File: config.mk
export PLATFORM = sky130hd
export DESIGN_NAME = ramsdp_arb
export DESIGN_NICKNAME = d
export VERILOG_FILES = /design/src/rtl/ramsdp_arb_pkg.sv /design/src/rtl/ramsdp.sv /design/src/rtl/ramsdp_rrarb.sv /design/src/rtl/ramsdp_arb.sv
export SDC_FILE = /design/constraint.sdc
export NUM_CORES = 2
export LEC_CHECK = 0
export ABC_AREA = 0
export CORE_MARGIN = 2
export CORE_UTILIZATION = 55
export DETAILED_ROUTE_END_ITERATION = 12
export DONT_BUFFER_PORTS = 1
export PLACE_DENSITY = 0.7
export RECOVER_POWER = 25
export SKIP_LAST_GASP = 1
export SYNTH_ARGS = -nofsm -noshare
export SYNTH_HDL_FRONTEND = slang
export SYNTH_HIERARCHICAL = 1
export SYNTH_SLANG_ARGS = --single-unit
File: constraint.sdc
create_clock -name clk -period 17.6 [get_ports clk]
set_input_delay 2.64 -clock clk [delete_from_list [all_inputs] [get_ports clk]]
set_output_delay 2.64 -clock clk [all_outputs]
set_load 0.05 [all_outputs]
File: src/rtl/ramsdp_arb_pkg.sv
// Shared types and helpers for the RAM arbiter: FSM state encoding and the
// rotating-priority search used by both round-robin arbiters.
package ramsdp_arb_pkg;

  typedef enum logic {
    ST_INIT = 1'b0,
    ST_RUN  = 1'b1
  } state_t;

  localparam int unsigned RR_MAX = 16;

  // Returns {found, index} of the first set bit of valid starting at ptr, wrapping at n
  function automatic logic [4:0] rr_pick(input logic [RR_MAX-1:0] valid,
                                         input logic [3:0]        ptr,
                                         input logic [4:0]        n);
    logic       found;
    logic [3:0] pick;
    logic [4:0] idx;
    found = 1'b0;
    pick  = 4'd0;
    for (int k = 0; k < RR_MAX; k++) begin
      idx = 5'(ptr) + 5'(k);
      if (idx >= n) begin
        idx = idx - n;
      end else begin
        idx = idx;
      end
      if ((5'(k) < n) && !found && (idx < n) && valid[idx[3:0]]) begin
        found = 1'b1;
        pick  = idx[3:0];
      end else begin
        found = found;
      end
    end
    return {found, pick};
  endfunction

endpackage

File: src/rtl/ramsdp.sv
// Simple-dual-port RAM macro model: synchronous write on port A, registered
// read on port B; a same-cycle read of the written address returns old data.
module ramsdp #(
  parameter int DW = 32,
  parameter int AW = 6
) (
  input  logic          clk,
  input  logic          a_en,
  input  logic          a_we,
  input  logic [AW-1:0] a_addr,
  input  logic [DW-1:0] a_din,
  input  logic          b_en,
  input  logic [AW-1:0] b_addr,
  output logic [DW-1:0] b_dout
);

  logic [DW-1:0] r_mem [2**AW];
  logic [DW-1:0] r_dout;

  // Storage array: write port A, registered read port B
  always_ff @(posedge clk) begin
    if (a_en && a_we) begin
      r_mem[a_addr] <= a_din;
    end
    if (b_en) begin
      r_dout <= r_mem[b_addr];
    end
  end

  assign b_dout = r_dout;

endmodule

File: src/rtl/ramsdp_rrarb.sv
// Round-robin arbiter: combinational one-hot grant from valid and a rotating
// priority pointer that moves just past each granted requester.
module ramsdp_rrarb
  import ramsdp_arb_pkg::*;
#(
  parameter int N = 4
) (
  input  logic         clk,
  input  logic         nreset,
  input  logic [N-1:0] valid,
  output logic [N-1:0] grant
);

  localparam int PW = (N > 1) ? $clog2(N) : 1;

  logic [PW-1:0]     r_ptr;
  logic [PW-1:0]     w_ptr_nxt;
  logic [RR_MAX-1:0] w_valid16;
  logic [4:0]        w_pick;
  logic              w_found;
  logic [3:0]        w_idx;

  // Priority search over the zero-extended request vector
  always_comb begin
    w_valid16        = '0;
    w_valid16[N-1:0] = valid;
    w_pick           = rr_pick(w_valid16, 4'(r_ptr), 5'(N));
    w_found          = w_pick[4];
    w_idx            = w_pick[3:0];
  end

  // One-hot grant decode and pointer advance
  always_comb begin
    grant = '0;
    for (int i = 0; i < N; i++) begin
      grant[i] = w_found && (w_idx == 4'(i));
    end
    if (!w_found) begin
      w_ptr_nxt = r_ptr;
    end else if (w_idx == 4'(N - 1)) begin
      w_ptr_nxt = '0;
    end else begin
      w_ptr_nxt = PW'(w_idx + 4'd1);
    end
  end

  // Priority pointer register
  always_ff @(posedge clk or negedge nreset) begin
    if (!nreset) begin
      r_ptr <= '0;
    end else begin
      r_ptr <= w_ptr_nxt;
    end
  end

endmodule

File: src/rtl/ramsdp_arb.sv
// Shares one simple-dual-port RAM among N requesters: zero-fills the memory
// after reset, then arbitrates writes and reads independently each cycle.
module ramsdp_arb
  import ramsdp_arb_pkg::*;
#(
  parameter int N  = 4,
  parameter int DW = 32,
  parameter int AW = 6
) (
  input  logic            clk,
  input  logic            nreset,
  output logic            init_done,
  input  logic [N-1:0]    wr_valid,
  output logic [N-1:0]    wr_ready,
  input  logic [N*AW-1:0] wr_addr,
  input  logic [N*DW-1:0] wr_data,
  input  logic [N-1:0]    rd_valid,
  output logic [N-1:0]    rd_ready,
  input  logic [N*AW-1:0] rd_addr,
  output logic [N-1:0]    rsp_valid,
  output logic [DW-1:0]   rsp_data
);

  state_t        r_state;
  state_t        w_state_nxt;
  logic [AW-1:0] r_init_cnt;
  logic          w_run;
  logic [N-1:0]  w_wr_req;
  logic [N-1:0]  w_rd_req;
  logic [N-1:0]  w_wr_gnt;
  logic [N-1:0]  w_rd_gnt;
  logic [AW-1:0] w_wr_addr_sel;
  logic [DW-1:0] w_wr_data_sel;
  logic [AW-1:0] w_rd_addr_sel;
  logic          w_a_we;
  logic [AW-1:0] w_a_addr;
  logic [DW-1:0] w_a_din;
  logic [DW-1:0] w_ram_dout;
  logic [N-1:0]  r_rsp_valid;

  // FSM state register
  always_ff @(posedge clk or negedge nreset) begin
    if (!nreset) begin
      r_state <= ST_INIT;
    end else begin
      r_state <= w_state_nxt;
    end
  end

  // FSM next state: leave INIT on the edge that writes the last address
  always_comb begin
    w_state_nxt = r_state;
    case (r_state)
      ST_INIT: begin
        if (r_init_cnt == {AW{1'b1}}) begin
          w_state_nxt = ST_RUN;
        end else begin
          w_state_nxt = ST_INIT;
        end
      end
      ST_RUN:  w_state_nxt = ST_RUN;
      default: w_state_nxt = ST_INIT;
    endcase
  end

  // FSM outputs
  always_comb begin
    w_run = 1'b0;
    case (r_state)
      ST_RUN:  w_run = 1'b1;
      ST_INIT: w_run = 1'b0;
      default: w_run = 1'b0;
    endcase
  end

  assign init_done = w_run;

  // Zero-fill address counter
  always_ff @(posedge clk or negedge nreset) begin
    if (!nreset) begin
      r_init_cnt <= '0;
    end else if (r_state == ST_INIT) begin
      r_init_cnt <= r_init_cnt + AW'(1);
    end else begin
      r_init_cnt <= r_init_cnt;
    end
  end

  assign w_wr_req = wr_valid & {N{w_run}};
  assign w_rd_req = rd_valid & {N{w_run}};

  ramsdp_rrarb #(.N(N)) u_wr_arb (
    .clk    (clk),
    .nreset (nreset),
    .valid  (w_wr_req),
    .grant  (w_wr_gnt)
  );

  ramsdp_rrarb #(.N(N)) u_rd_arb (
    .clk    (clk),
    .nreset (nreset),
    .valid  (w_rd_req),
    .grant  (w_rd_gnt)
  );

  assign wr_ready = w_wr_gnt;
  assign rd_ready = w_rd_gnt;

  // Select the granted requester's address/data; port A belongs to zero-fill in INIT
  always_comb begin
    w_wr_addr_sel = '0;
    w_wr_data_sel = '0;
    w_rd_addr_sel = '0;
    for (int i = 0; i < N; i++) begin
      if (w_wr_gnt[i]) begin
        w_wr_addr_sel = wr_addr[i*AW +: AW];
        w_wr_data_sel = wr_data[i*DW +: DW];
      end else begin
        w_wr_addr_sel = w_wr_addr_sel;
      end
      if (w_rd_gnt[i]) begin
        w_rd_addr_sel = rd_addr[i*AW +: AW];
      end else begin
        w_rd_addr_sel = w_rd_addr_sel;
      end
    end
    if (w_run) begin
      w_a_we   = |w_wr_gnt;
      w_a_addr = w_wr_addr_sel;
      w_a_din  = w_wr_data_sel;
    end else begin
      w_a_we   = 1'b1;
      w_a_addr = r_init_cnt;
      w_a_din  = '0;
    end
  end

  ramsdp #(.DW(DW), .AW(AW)) u_ram (
    .clk    (clk),
    .a_en   (w_a_we),
    .a_we   (w_a_we),
    .a_addr (w_a_addr),
    .a_din  (w_a_din),
    .b_en   (|w_rd_gnt),
    .b_addr (w_rd_addr_sel),
    .b_dout (w_ram_dout)
  );

  // Response strobe follows the read grant by one cycle
  always_ff @(posedge clk or negedge nreset) begin
    if (!nreset) begin
      r_rsp_valid <= '0;
    end else begin
      r_rsp_valid <= w_rd_gnt;
    end
  end

  assign rsp_valid = r_rsp_valid;
  assign rsp_data  = (|r_rsp_valid) ? w_ram_dout : '0;

endmodule

### Yosys cells after proc, flatten, opt, wreduce, memory -nomap -nowiden

Memories as Yosys holds them, arrays and structs flattened. A register that Yosys moved wholly into a read port is not among the register bits.
Cells that the tools add are included.

* bits in registers: 15
* logic and storage cells: 153
* output and inout bits: 45
* memories kept: 1
* bits in writable memories: 2048

Memory list
* u_ram.r_mem: depth 64, width 32, rd ports 1, clocked after memory_dff 1, write ports 1, RTL line ramsdp.sv:17 `logic [DW-1:0] r_mem [2**AW];`

* bitwise gates (word level): 3
* eq/ne operators: 7
* reduce and logical (&&, ||, !) cells: 33
* $lt $le $gt $ge: 24
* mux-type cells: 63
* add/subtract/negate cells: 17

Operators by type and width (count)
* $mux 32: 6
* $mux 6: 9
* $lt 4x5->1 const B: 8
* $lt 5x3->1 const B: 8
* $mux 5: 8
* $bmux 1 s4: 8
* $mux 4: 8
* $ge 5x3->1 const B: 6
* $sub 5x3->5 const B: 6
* $logic_and 1x1->1: 22
* $mux 1: 20
* $eq 4x2->1 const B: 4
* $add 2x2->3 const B: 4
* $reduce_or 4->1: 3
* $and 4x4->4: 2
* $eq 4x1->1 const B: 2
* $logic_not 4->1: 2
* $sub 2x3->4 const B: 2
* $add 2x1->3 const B: 2
* $add 6x1->6 const B: 1
* $eq 6x6->1 const B: 1
* $ge 2x3->1 const B: 2
* $logic_not 1->1: 6
* $add 2x1->2 const B: 2
* 3 further kinds: 5

### Logic depth before layout (Yosys ltp)

* depth in word-level cells: 26
* depth in mapped cells: 24
* depth with buffers taken out: 17

### Cells and area by module

The synthesis kept the hierarchy.

By module, submodules not included
* ramsdp: cells an instance 3500, area an instance 79155.9 um^2, instances 1
* ramsdp_arb: cells an instance 296, area an instance 2214.6 um^2, instances 1
* ramsdp_rrarb at u_wr_arb: cells an instance 53, area an instance 519.2 um^2, instances 1
* ramsdp_rrarb at u_rd_arb: cells an instance 52, area an instance 489.2 um^2, instances 1

### Worst setup path before layout

No wires, ideal clock.

* kind: input-to-reg
* start point: in wr_valid[2]
* end point: mem u_ram.r_mem[0][2], data pin
* buffers on the path: 2
* data arrival time: 7.614 ns
* cell stages on the path: 12
* setup slack: 9.285 ns
* cell sequence: and2_1 -> mux2i_1 -> mux2i_1 -> nor3_4 -> a222oi_1 -> a311oi_1 -> ha_1 -> and2_1 -> buf_4 -> buf_2 -> a221oi_1 -> o21ai_0

RTL lines
* from (decl): RTL line ramsdp_arb.sv:13 `input logic [N-1:0] wr_valid,`
* $and 4x4->4 *: RTL line ramsdp_arb.sv:89 `assign w_wr_req = wr_valid & {N{w_run}};`
* $bmux 1 s4: RTL line ramsdp_arb_pkg.sv:28 `if ((5'(k) < n) && !found && (idx < n) && valid[idx[3:0]]) begin`
* $mux 1 (not written as such): RTL line ramsdp_arb_pkg.sv:28
* $logic_and 1x1->1: RTL line ramsdp_arb_pkg.sv:28
* $mux 1: RTL line ramsdp_arb_pkg.sv:28
* $logic_not 1->1: RTL line ramsdp_arb_pkg.sv:28
* $logic_and 1x1->1 (2 in series): RTL line ramsdp_arb_pkg.sv:28
* $mux 1: RTL line ramsdp_arb_pkg.sv:28
* [... 5 more ...]
* $logic_and 1x1->1 (2 in series): RTL line ramsdp_arb_pkg.sv:28
* $mux 4: RTL line ramsdp_arb_pkg.sv:28
* $eq 4x2->1: RTL line ramsdp_rrarb.sv:36 `grant[i] = w_found && (w_idx == 4'(i));`
* $logic_and 1x1->1 *: RTL line ramsdp_rrarb.sv:36
* via wr_ready[2]: RTL line ramsdp_arb.sv:14 `output logic [N-1:0] wr_ready,`
* $mux 32 * (2 in series): RTL line ramsdp_arb.sv:115 `if (w_wr_gnt[i]) begin`
* $mux 32 *: RTL line ramsdp_arb.sv:127 `if (w_run) begin`
* via w_a_din[2]: RTL line ramsdp_arb.sv:37 `logic [DW-1:0] w_a_din;`
* to (decl): RTL line ramsdp.sv:17

Mark *: on every way through the listed nets, which the timed path passes. The rest lies on a longest branch. The select of a mux whose other input is x is not followed.

### Worst setup path after layout

* start point: in wr_valid[3]
* end point: mem u_ram.r_mem[46][28], data pin

* cells in the longest elaborated chain, start to end: 24

RTL lines (RTL line)
* $and 4x4->4 *: ramsdp_arb.sv:89
* $bmux 1 s4: ramsdp_arb_pkg.sv:28
* $mux 1 (not written as such): ramsdp_arb_pkg.sv:28
* $logic_and 1x1->1: ramsdp_arb_pkg.sv:28
* $mux 1: ramsdp_arb_pkg.sv:28
* $logic_not 1->1: ramsdp_arb_pkg.sv:28
* $logic_and 1x1->1 (2 in series): ramsdp_arb_pkg.sv:28
* $mux 1: ramsdp_arb_pkg.sv:28
* [... 5 more ...]
* $logic_and 1x1->1 (2 in series): ramsdp_arb_pkg.sv:28
* $mux 4: ramsdp_arb_pkg.sv:28
* $logic_not 4->1: ramsdp_rrarb.sv:36
* $logic_and 1x1->1 *: ramsdp_rrarb.sv:36
* via wr_ready[0]: ramsdp_arb.sv:14
* $mux 32 * (4 in series): ramsdp_arb.sv:115
* $mux 32 *: ramsdp_arb.sv:127
* via w_a_din[28]: ramsdp_arb.sv:37

Marks and branches as above.

==> results.cfg <==
[sta]
post-route-period-util_pct = 58.05
drv_slew = 1562
max_freq_mhz = 97.87
clock_skew_ns = 0.01908
period_minus_slack_ns = 10.22
finalHoldViolations = 0
setup_viol = 0
setup_tns_ns = 0
worst_pin_slew_ns = 3.274
rsz0062_at_grt = false
max-slew-margin-rel_pct = -118.3
whs_ns = 0.5039

[yosys]
synth_area_leaders = edfxtp_1 (76%), mux4_2 (13%), mux2i_1 (0.96%), nand2_1 (0.67%), o221ai_1 (0.54%)
synthDistinctLibCells = 80
synth_seq_cells = 2095
yosysTopAreaCell = edfxtp_1
avgSynthCellArea_sq_um = 21.12
synth_top_area_share_pct = 75.82
synth_nets = 4106
synth-edff-count = 2080
synth_area_sq_um = 82380
ys.flop_type = edfxtp_1
yosysWarnings = 6
async_flop_share_pct = 0.7160
seq_area_frac_synth_pct = 76.28
synthCells = 3901

[worst_setup_path]
critPathLaunchType = input port
setup.worst_path.class = in -> reg
critPathTopFamily = buffers and inverters
arrival_ns = 10.37
ff2ff_setup_slack_ns = 7.66
crit_buf_inv = 2
crit_chain = and2_0 -> mux2i_1 -> nor3b_1 -> nor3_1 -> a222oi_1 -> a311o_1 -> ha_1 -> and2_0 -> nor2b_4 -> clkbuf_1 -> a221oi_1 -> o21ai_4 -> clkbuf_1
cp_slowest_cell = clkbuf_1
required_ns = 17.75
slowest_delay_ns = 2.29
end_kind = flip-flop
crit_fanout = 64

[clock_tree]
path_clk_slew_ns = 0.06
htreeDepth = 4
cts_buffer_depth = 3
clk_latency_ns = 0.84
cts_num_sinks = 2095
cts_resized = 0
root_buffer = clkbuf_16
cts_buffers = 199
postCtsSetupRepairBufs = 0
cts_tree = built
holdBufCountCts = 0

[detailed_routing]
drtAntennaViolNets = 0
viasPerCell = 6.833
num_vias = 41996
drtIter0Drc = 5732
wl_per_cell_um = 35.59
drc_errors = 0
first_pass_iters = 7
routed_wl_um = 218800

[global_routing]
grt_pass1_wl_um = 308900
grt_max_degree = 103
grt.total_usage_pct = 28.91
overflow = 0
antenna_found_initial = 18
grt_pass1_vias = 41424

[run_status]
status = complete, but fails checks
violations = max-capacitance violations, max-slew violations

[power_and_ir_drop]
powerDensity_nw_per_um2 = 103.7
leakage_nw = 21.95
peakVddDrop_uv = 87.53

[floorplan]
start_util_pct = 55.20
core_area_sq_um = 149200
dieArea_sq_um = 152900
num_rows = 142
die_h_um = 391.0
design.portCount = 231
die_x_um = 391.0

[layout]
drive_gt1_share_pct = 24.67
final_cell_mix = edfxtp_1 (2080), mux4_2 (478), clkbuf_16 (200), nand2_1 (147), buf_4 (117)
nNetsFinal = 4228
fillers = 10155
final_common_cell = edfxtp_1
synthToLayoutAreaGrowth_pct = 11.01
final_area_sq_um = 91450

[placed_design]
port_buffers = 0
dpl_cell_area_sq_um = 85530
dp_hpwl_um = 123900
place_congestion = 1.054

[flow_run]
drv_cap = 27

[worst_hold_path]
hp-class = reg -> reg
## state kept, by name, summed over array words and instances, names as in the netlist
signal          cells
u_ram/r_mem      2048
u_ram/b_dout       32
rsp_valid           4
u_wr_arb/r_ptr      2
r_init_cnt          6
r_state             1
u_rd_arb/r_ptr      2
## power by group
part	internal, mW	total, mW	switching, mW
clock	2.27	4.08	1.81
combinational	0.000300	0.000328	0.0000246
sequential	5.40	5.40	0
## layer usage
layer,wire (um),global-route usage (%)
met1,84500,41.57
met2,103200,44.37
met3,24230,7.062
met4,6750,8.965
met5,107,0
## kinds of logic after synthesis
family / share of synthesized area, %
AOI/OAI and AO/OA: 3.741
xor gates and xnor gates: 0.06379
adders and majority gates: 0.2886
buffers and inverters: 1.821
DFF: 76.28
muxes: 14.49
and+or+nand+nor: 3.322
## cell type report
type	instances	area, sq um	share of cell area [%]
sequential	2095	62840	68.71
multi-input combinational	1564	18830	20.59
clock buffer	249	5189	5.674
tap	1944	2432	2.660
timing repair buffer	153	1111	1.215
clock inverter	116	974.7	1.066
inverter	10	37.54	0.04105
antenna	15	37.54	0.04105
## worst register-to-register path: stages (launching register included)
cell and delay, ns:
dfrtp_1 0.76, clkbuf_1 0.66, and2_0 0.36, mux2i_1 0.14, nor3b_1 0.48, nor3_1 0.21
a222oi_1 0.40, a311o_1 0.21, ha_1 0.15, and2_0 0.92, nor2b_4 0.30, clkbuf_1 1.61
a221oi_1 0.42, o21ai_4 0.24, clkbuf_1 2.29
## path summary, 6_finish.rpt
| kind | from | to | depth (start not counted) |
|---|---|---|---|
| worst max-delay path | wr_valid[3] | u_ram/r_mem[46][28]$_DFFE_PP_ | 13 |
| worst min-delay path | r_init_cnt[5]$_DFFE_PN0N_ | r_init_cnt[5]$_DFFE_PN0N_ | 1 |
| worst max register to register | r_state$_DFF_PN0_ | u_ram/r_mem[46][28]$_DFFE_PP_ | 14 |
| worst min register to register | r_init_cnt[5]$_DFFE_PN0N_ | r_init_cnt[5]$_DFFE_PN0N_ | 1 |
| max in group asynchronous | nreset | r_init_cnt[1]$_DFFE_PN0N_ | 0 |
| min in group asynchronous | nreset | u_rd_arb/r_ptr[1]$_DFFE_PN0P_ | 0 |
## cell usage after synthesis (all sizes together) (8+ instances only)
library cell     n
edfxtp        2080
mux4           478
buf            163
nand2          148
nor2            97
o21ai           85
mux2i           79
nand3           72
clkbuf          69
nor2b           67
o22ai           59
a22oi           56
o221ai          52
nand4           48
a221oi          39
a211oi          33
mux2            33
a21oi           30
and2            25
nand2b          23
ha              19
and3            17
dfrtp           15
nor3            15
a31oi           13
inv             10
o211a            8
## per-stage QoR
step	instances	utilization [%]	setup slack (ns)	power, mW
after global routing	6135	61.26	7.074	9.716
final	6146	61.28	7.383	9.479
after detailed placement	5766	57.31	7.605	5.505
after floorplan	3901	-	9.285	5.505
after CTS	6131	61.44	8.511	9.530
after global placement	5766	57.31	7.658	5.505
Note: power is estimated with default switching activity, not from simulation.
